[src/rtl/qea_host_sequencer.sv]
// qea_host_sequencer: per-job ctx load, state init, QEA start/wait and state readout with cycle count
module qea_host_sequencer #(
   parameter int PE_NUM_WIDTH            = 2,
   parameter int PE_NUM                  = 4,
   parameter int DATA_WIDTH              = 32,
   parameter int NUM_FRAC_BIT            = 30,
   parameter int MAX_QBIT_WIDTH          = 6,
   parameter int STATE_DATA_WIDTH        = 64,
   parameter int STATE_ADDR_WIDTH        = 16,
   parameter int GATE_CONTEXT_DATA_WIDTH = 64,
   parameter int GATE_CONTEXT_ADDR_WIDTH = 16,
   parameter int RD_LAT                  = 1
) (
   input  logic                                 clk,
   input  logic                                 rst_n,
   input  logic                                 i_cfg_valid,
   output logic                                 o_cfg_ready,
   input  logic [MAX_QBIT_WIDTH-1:0]            i_cfg_qbit_num,
   input  logic [GATE_CONTEXT_ADDR_WIDTH:0]     i_cfg_ins_num,
   input  logic                                 i_ctx_valid,
   output logic                                 o_ctx_ready,
   input  logic [GATE_CONTEXT_DATA_WIDTH-1:0]   i_ctx_data,
   output logic                                 o_res_valid,
   input  logic                                 i_res_ready,
   output logic [PE_NUM*STATE_DATA_WIDTH-1:0]   o_res_data,
   output logic                                 o_res_last,
   output logic                                 o_busy,
   output logic                                 o_done,
   output logic                                 o_err,
   output logic [31:0]                          o_cycle_cnt,
   output logic                                 o_qea_start,
   output logic [MAX_QBIT_WIDTH-1:0]            o_qea_qbit_num,
   output logic                                 o_ctx_en,
   output logic                                 o_ctx_wea,
   output logic [GATE_CONTEXT_ADDR_WIDTH-1:0]   o_ctx_addr,
   output logic [GATE_CONTEXT_DATA_WIDTH-1:0]   o_ctx_data,
   output logic                                 o_state_ena,
   output logic                                 o_state_wea,
   output logic [STATE_ADDR_WIDTH-1:0]          o_state_addra,
   output logic [PE_NUM*STATE_DATA_WIDTH-1:0]   o_state_dina,
   input  logic                                 i_qea_complete,
   input  logic [PE_NUM*STATE_DATA_WIDTH-1:0]   i_qea_state_dout
);
   localparam int SW    = PE_NUM * STATE_DATA_WIDTH;
   localparam int CW    = (GATE_CONTEXT_ADDR_WIDTH > STATE_ADDR_WIDTH ? GATE_CONTEXT_ADDR_WIDTH : STATE_ADDR_WIDTH) + 1;
   localparam int DEPTH = RD_LAT + 2;
   localparam int PW    = $clog2(DEPTH);
   localparam int FW    = $clog2(DEPTH + 1);
   localparam logic [SW-1:0] ONE_W = SW'(1) << (SW - DATA_WIDTH + NUM_FRAC_BIT);
   localparam logic [MAX_QBIT_WIDTH-1:0] QMIN = MAX_QBIT_WIDTH'(PE_NUM_WIDTH);
   localparam logic [MAX_QBIT_WIDTH-1:0] QMAX = MAX_QBIT_WIDTH'(PE_NUM_WIDTH + STATE_ADDR_WIDTH);
   localparam logic [GATE_CONTEXT_ADDR_WIDTH:0] IMAX = (GATE_CONTEXT_ADDR_WIDTH+1)'(1) << GATE_CONTEXT_ADDR_WIDTH;
   typedef enum logic [2:0] {IDLE, LOAD_CTX, INIT_STATE, START, WAIT, READ} state_t;
   state_t state_q, state_d;
   logic [MAX_QBIT_WIDTH-1:0]          qbit_q, qbit_d;
   logic [CW-1:0]                      ins_q, ins_d, n_q, n_d, cnt_q, cnt_d, beat_q, beat_d;
   logic                               ctx_en_q, ctx_en_d, first_q, first_d, err_q, err_d, done_q, done_d;
   logic [GATE_CONTEXT_ADDR_WIDTH-1:0] ctx_addr_q, ctx_addr_d;
   logic [GATE_CONTEXT_DATA_WIDTH-1:0] ctx_data_q, ctx_data_d;
   logic [31:0]                        cyc_q, cyc_d;
   logic [RD_LAT-1:0]                  pipe_q, pipe_d;
   logic [SW-1:0]                      mem_q [DEPTH];
   logic [PW-1:0]                      wp_q, wp_d, rp_q, rp_d;
   logic [FW-1:0]                      fc_q, fc_d;
   logic bad, issue, cap, pop, last_beat, last_cnt;
   function automatic logic [PW-1:0] inc(input logic [PW-1:0] p);
      return p == PW'(DEPTH - 1) ? '0 : p + 1'b1;
   endfunction
   // reads are throttled so issued-but-unreturned words always fit in the fifo
   assign bad       = i_cfg_qbit_num <= QMIN || i_cfg_qbit_num > QMAX || i_cfg_ins_num > IMAX;
   assign issue     = state_q == READ && cnt_q < n_q && ($countones(pipe_q) + int'(fc_q) < DEPTH);
   assign cap       = pipe_q[RD_LAT-1];
   assign pop       = fc_q != '0 && i_res_ready;
   assign last_beat = beat_q == n_q - CW'(1);
   assign last_cnt  = cnt_q == (state_q == LOAD_CTX ? ins_q : n_q) - CW'(1);
   always_ff @(posedge clk) begin
      if (!rst_n) begin
         state_q    <= IDLE;
         qbit_q     <= '0;
         ins_q      <= '0;
         n_q        <= '0;
         cnt_q      <= '0;
         beat_q     <= '0;
         ctx_en_q   <= 1'b0;
         first_q    <= 1'b0;
         err_q      <= 1'b0;
         done_q     <= 1'b0;
         ctx_addr_q <= '0;
         ctx_data_q <= '0;
         cyc_q      <= '0;
         pipe_q     <= '0;
         wp_q       <= '0;
         rp_q       <= '0;
         fc_q       <= '0;
      end else begin
         state_q    <= state_d;
         qbit_q     <= qbit_d;
         ins_q      <= ins_d;
         n_q        <= n_d;
         cnt_q      <= cnt_d;
         beat_q     <= beat_d;
         ctx_en_q   <= ctx_en_d;
         first_q    <= first_d;
         err_q      <= err_d;
         done_q     <= done_d;
         ctx_addr_q <= ctx_addr_d;
         ctx_data_q <= ctx_data_d;
         cyc_q      <= cyc_d;
         pipe_q     <= pipe_d;
         wp_q       <= wp_d;
         rp_q       <= rp_d;
         fc_q       <= fc_d;
      end
      if (cap) mem_q[wp_q] <= i_qea_state_dout;
   end
   always_comb begin
      state_d    = state_q;
      qbit_d     = qbit_q;
      ins_d      = ins_q;
      n_d        = n_q;
      cnt_d      = cnt_q;
      ctx_en_d   = 1'b0;
      ctx_addr_d = ctx_addr_q;
      ctx_data_d = ctx_data_q;
      cyc_d      = cyc_q;
      err_d      = 1'b0;
      done_d     = 1'b0;
      first_d    = state_q == START;
      pipe_d     = RD_LAT'({pipe_q, issue});
      wp_d       = cap ? inc(wp_q) : wp_q;
      rp_d       = pop ? inc(rp_q) : rp_q;
      fc_d       = fc_q + FW'(cap) - FW'(pop);
      beat_d     = beat_q + CW'(pop);
      case (state_q)
         IDLE: if (i_cfg_valid) begin
            err_d = bad;
            if (!bad) begin
               state_d = i_cfg_ins_num == '0 ? INIT_STATE : LOAD_CTX;
               qbit_d  = i_cfg_qbit_num;
               ins_d   = CW'(i_cfg_ins_num);
               n_d     = CW'(1) << (i_cfg_qbit_num - QMIN);
               cnt_d   = '0;
               beat_d  = '0;
            end
         end
         LOAD_CTX: if (i_ctx_valid) begin
            ctx_en_d   = 1'b1;
            ctx_addr_d = cnt_q[GATE_CONTEXT_ADDR_WIDTH-1:0];
            ctx_data_d = i_ctx_data;
            cnt_d      = last_cnt ? '0 : cnt_q + 1'b1;
            state_d    = last_cnt ? INIT_STATE : LOAD_CTX;
         end
         INIT_STATE: begin
            cnt_d   = last_cnt ? '0 : cnt_q + 1'b1;
            state_d = last_cnt ? START : INIT_STATE;
            cyc_d   = last_cnt ? '0 : cyc_q;
         end
         START: state_d = WAIT;
         WAIT: begin
            cyc_d   = cyc_q + 32'(cyc_q != '1);
            state_d = i_qea_complete && !first_q ? READ : WAIT;
         end
         READ: begin
            cnt_d   = issue ? cnt_q + 1'b1 : cnt_q;
            done_d  = pop && last_beat;
            state_d = pop && last_beat ? IDLE : READ;
         end
         default: state_d = IDLE;
      endcase
   end
   always_comb begin
      o_cfg_ready    = state_q == IDLE;
      o_busy         = state_q != IDLE;
      o_ctx_ready    = state_q == LOAD_CTX;
      o_qea_start    = state_q == START;
      o_qea_qbit_num = qbit_q;
      o_ctx_en       = ctx_en_q;
      o_ctx_wea      = ctx_en_q;
      o_ctx_addr     = ctx_addr_q;
      o_ctx_data     = ctx_data_q;
      o_state_ena    = state_q == INIT_STATE || state_q == READ;
      o_state_wea    = state_q == INIT_STATE;
      o_state_addra  = o_state_ena ? cnt_q[STATE_ADDR_WIDTH-1:0] : '0;
      o_state_dina   = state_q == INIT_STATE && cnt_q == '0 ? ONE_W : '0;
      o_res_valid    = fc_q != '0;
      o_res_data     = o_res_valid ? mem_q[rp_q] : '0;
      o_res_last     = o_res_valid && last_beat;
      o_done         = done_q;
      o_err          = err_q;
      o_cycle_cnt    = cyc_q;
   end
endmodule
[config.mk]
export PLATFORM = sky130hd
export DESIGN_NAME = qea_host_sequencer
export DESIGN_NICKNAME = d
export VERILOG_FILES = /design/src/rtl/qea_host_sequencer.sv
export SDC_FILE = /design/constraint.sdc
export NUM_CORES = 1
export LEC_CHECK = 0
export ABC_AREA = 0
export ABC_CLOCK_PERIOD_IN_PS = 21700
export CAP_MARGIN = 25
export CORE_AREA = 2 2 388 390
export CTS_BUF_LIST = sky130_fd_sc_hd__clkbuf_16
export DETAILED_ROUTE_END_ITERATION = 16
export DIE_AREA = 0 0 390 392
export SYNTH_ARGS = -nofsm -noshare
export SYNTH_HDL_FRONTEND = slang
export SYNTH_SLANG_ARGS = --single-unit
export TNS_END_PERCENT = 100
[constraint.sdc]
create_clock -name clk -period 21.7 [get_ports clk]
set_input_delay 4.34 -clock clk [delete_from_list [all_inputs] [get_ports clk]]
set_output_delay 4.34 -clock clk [all_outputs]
set_load 0.03 [all_outputs]
==> results summary <==
By count the netlist is led by edfxtp_1 (768), nor2_1 (609), a21oi_1 (410), nand2_1 (282), mux2i_1 (270). The share of synthesized registers carrying an async set or reset is 0%. The buffer count from post-CTS setup fixing is 0.

The initialized floorplan defines 142 standard-cell rows. Clock skew on the completed layout was measured at 0.0659 ns. The total via count after detailed routing came out at 27810. The total congestion overflow came out at 0. The clock tree buffer depth is 3. The worst setup path is launched from a flop. In this run the most critical hold path is launched from o_ctx_data[24]. The flow ran to the end, and the final reports show no timing, DRC or antenna violations.

The maximum fanout along the worst path came out at 89. The final routed DRC violation total is 0. The clock-pin slew on the worst setup and hold paths came out at around 0.06 ns.

The count of hold buffers inserted by post-cts repair is 0. The path class of the tightest hold or removal check is flop to flop. edfxtp_1 is the most common cell in the netlist. The initial antenna violation count came out at 41. The total power draw came out at 5.36 mW.

The number of gates resized after CTS came out at 0. The minimum clock period is 9.48 ns. The number of setup violations in the final report is 0.

Hold timing on the final database bottoms out at a slack of 0.451 ns. The tightest slew margin relative to the limit came out at 31.3%. The path with the worst hold slack has its endpoint at o_ctx_data[24]. Based on the critical path, the design can be clocked at up to 105 MHz. Yosys mapped a number of flops with a built-in enable equal to 768. The via count of the first global-routing pass is approximately 26000. The final number of max-transition violations is 0. The analysis attributes to cell leakage a power of 17.9 nW. The congestion estimate from routability-driven global placement came to around 0.8. The cell count after synthesis came out at 3473. The number of levels the H-tree was split into came out at 3. Synthesis inferred 970 register bits.

The final layout contains 4561 nets. The measured slew at the worst slew-check pin came out at 1.03 ns. Across all register-to-register paths, the minimum setup slack is 16.16 ns.

The full die area came out at 0.153 mm^2. The die is 392 um tall. The mapped cell area came out at 0.0414 mm^2. The total placed cells including tap cells came out at 6016. Among all flip-flop cells after synthesis, the most frequent one is edfxtp_1. For this run, the detailed router's first-pass iteration total came to 6. The post-synthesis cell type with the largest combined area is edfxtp_1. The type of the worst setup path is flop to primary output. The maximum number of pins on one net before global-route repair came out at between 150 and 200.

The part of the cycle the worst path needs came out at 43.7%. The end of the worst register-to-register path is o_cycle_cnt[6]. The startpoint identified for the worst register-to-register timing path is state_q[0]. For this run, the slowest stage of the critical path takes 0.85 ns. The first-pass GRT wire length came out at ~170 mm. The portion of the post-synthesis area used by sequential elements came out at 65.5%. TritonCTS built the clock tree.

For this design the ratio of total power to cell area is 99.7 mW/mm^2. The number of maximum-capacitance violations came out at 0. The number of top-level pins came out at 1007. The worst setup path is captured at a primary output.

The worst voltage drop across the vdd grid came out at 0.0889 mV. In the final routed layout, each cell accounts on average for 19.1 um. The average instance area after synthesis came out at approximately 12 um^2. The required arrival time at the worst endpoint came out at 17.36 ns.

The number of buffers added by the clock tree synthesis step is 107. The layout cell share with drive strength beyond 1 came out at 5.78%. The slowest library cell on the worst path is clkdlybuf4s50_1.

The half-perimeter wire length of the detailed placement result is 79.8 mm. The count of input and output buffers came out at 751. Adding up every negative setup slack in the final design gives 0 ns. The share of Yosys cell area claimed by the top area cell type came out at between 50% and 60%. CTS placed an instance of clkbuf_16 at the clock tree root.

The yosys synthesis warning count is 0. The number of cells traversed by the worst hold path came out at 2. The clock drives between 900 and 1000 sinks. After synthesis, the cell types taking the most area are edfxtp_1 (56%), dfxtp_1 (9.8%), mux2i_1 (6.5%), nor2_1 (5.5%), a21oi_1 (5.0%). Traced cell by cell, the critical path runs through buf_4 -> buf_4 -> buf_12 -> mux2i_1 -> nor2_1 -> a21oi_1 -> nor2_1 -> clkdlybuf4s50_1.

The distinct cell type count after synthesis came out at 76. The post-synthesis to final-layout area growth is 29.9%. Setup repair after global routing left no endpoint under its margin. The data arrival time at the worst-slack endpoint came out at 5.14 ns. The detailed router finished its first iteration with 1490 violations.

The aggregate global-route resource usage came out at 14.8%. Counting cells, the worst reg-to-reg path comes to 13. The number of endpoints with negative hold slack in the final report came out at 0. The x dimension of the die is 390 um. The count of nets left with antenna violations once routing finished came out at 0. The final standard cell count with taps included and fillers excluded is 6229. The clock network latency to the later pin of the worst-skew pair is 0.73 ns. The effective utilization at floorplan came out at between 20 and 30%. The total core area came out at 0.149 mm^2. The average vias per placed instance is ~4.5.

The total length of routed wires came out at ~120 mm.
## per-stage QoR
stage | cell area (um^2) | setup WS [ns] | util, %
floorplan | 42400 | 1.58 | -
global placement | 50000 | 12.71 | 33.6
detailed placement | 50000 | 12.74 | 33.6
CTS | 53800 | 11.89 | 36.1
global route | 53800 | 11.79 | 36.1
finish | 53800 | 12.22 | 36.1
## where the power goes
part	switching, mW	internal [mW]
sequential	0.0154	2.01
clock	0.781	1.11
combinational	0.926	0.522
## state kept, by name, indices dropped and copies added (netlist names), 3 cells and up, named ones only
name / flops
cnt_q: 17
beat_q: 17
o_ctx_addr: 16
ins_q: 17
o_ctx_data: 64
state_q: 3
o_cycle_cnt: 32
o_qea_qbit_num: 6
mem_q: 768
n_q: 17
## per-layer routing
metal | vias to the layer above | track usage (%) | part of all wire (%)
met5 | - | 0 | 0.30
met4 | 54 | 5.41 | 3.4
met2 | 942 | 23.9 | 47
li1 | 13221 | - | -
met3 | 224 | 5.42 | 8.4
met1 | 13369 | 18.0 | 41
## how the worst max path moves through the flow
stage          from              end  cells past startpoint
5_1_grt        flop  o_res_data[240]                      8
4_1_cts        flop  o_res_data[240]                      8
3_3_place_gp   flop  o_res_data[240]                      8
2_1_floorplan   cap      mem_q[1][0]                      2
3_5_place_dp   flop  o_res_data[240]                      8
6_report       flop    o_res_data[4]                      8
## cell type report
cell class              count  area, um^2
flip-flops and latches    970       27100
multi-input cells        2274       12500
well taps                1944        2430
diodes                     12        30.0
clock inverters            93        1040
fillers                 14532       95100
clock buffers             107        2680
inverters                  36         140
repair buffers            793        7890
## layout by cell type (no fill, tap or decap), drive strengths merged, types with 43 or more instances in the layout
cell type and instances:
dfxtp 202, conb 255, clkbuf 107, nor2 619, clkinv 43, nand2 282
nand3 47, xnor2 56, clkdlybuf4s50 751, mux2i 270, inv 65, a21oi 412
edfxtp 768
## cell families after synthesis
kind of cell | count (synthesis) | share of synthesized area, %
xor gates and xnor gates | 96 | 2.03
and+or+nand+nor | 1121 | 11.6
AOI/OAI and AO/OA | 500 | 6.66
other | 1 | 0.00906
muxes | 272 | 6.58
adders and majority gates | 30 | 0.906
DFF | 970 | 65.5
buffers and inverters | 483 | 6.78
## worst max-delay path, delay by kind of cell (launching register included)
family | cells | cell delay, ns
buffers and inverters | 4 | 2.77
DFF | 1 | 0.59
and+or+nand+nor | 2 | 0.57
muxes | 1 | 0.20
AOI/OAI and AO/OA | 1 | 0.08
(Power assumes the default switching activity.)
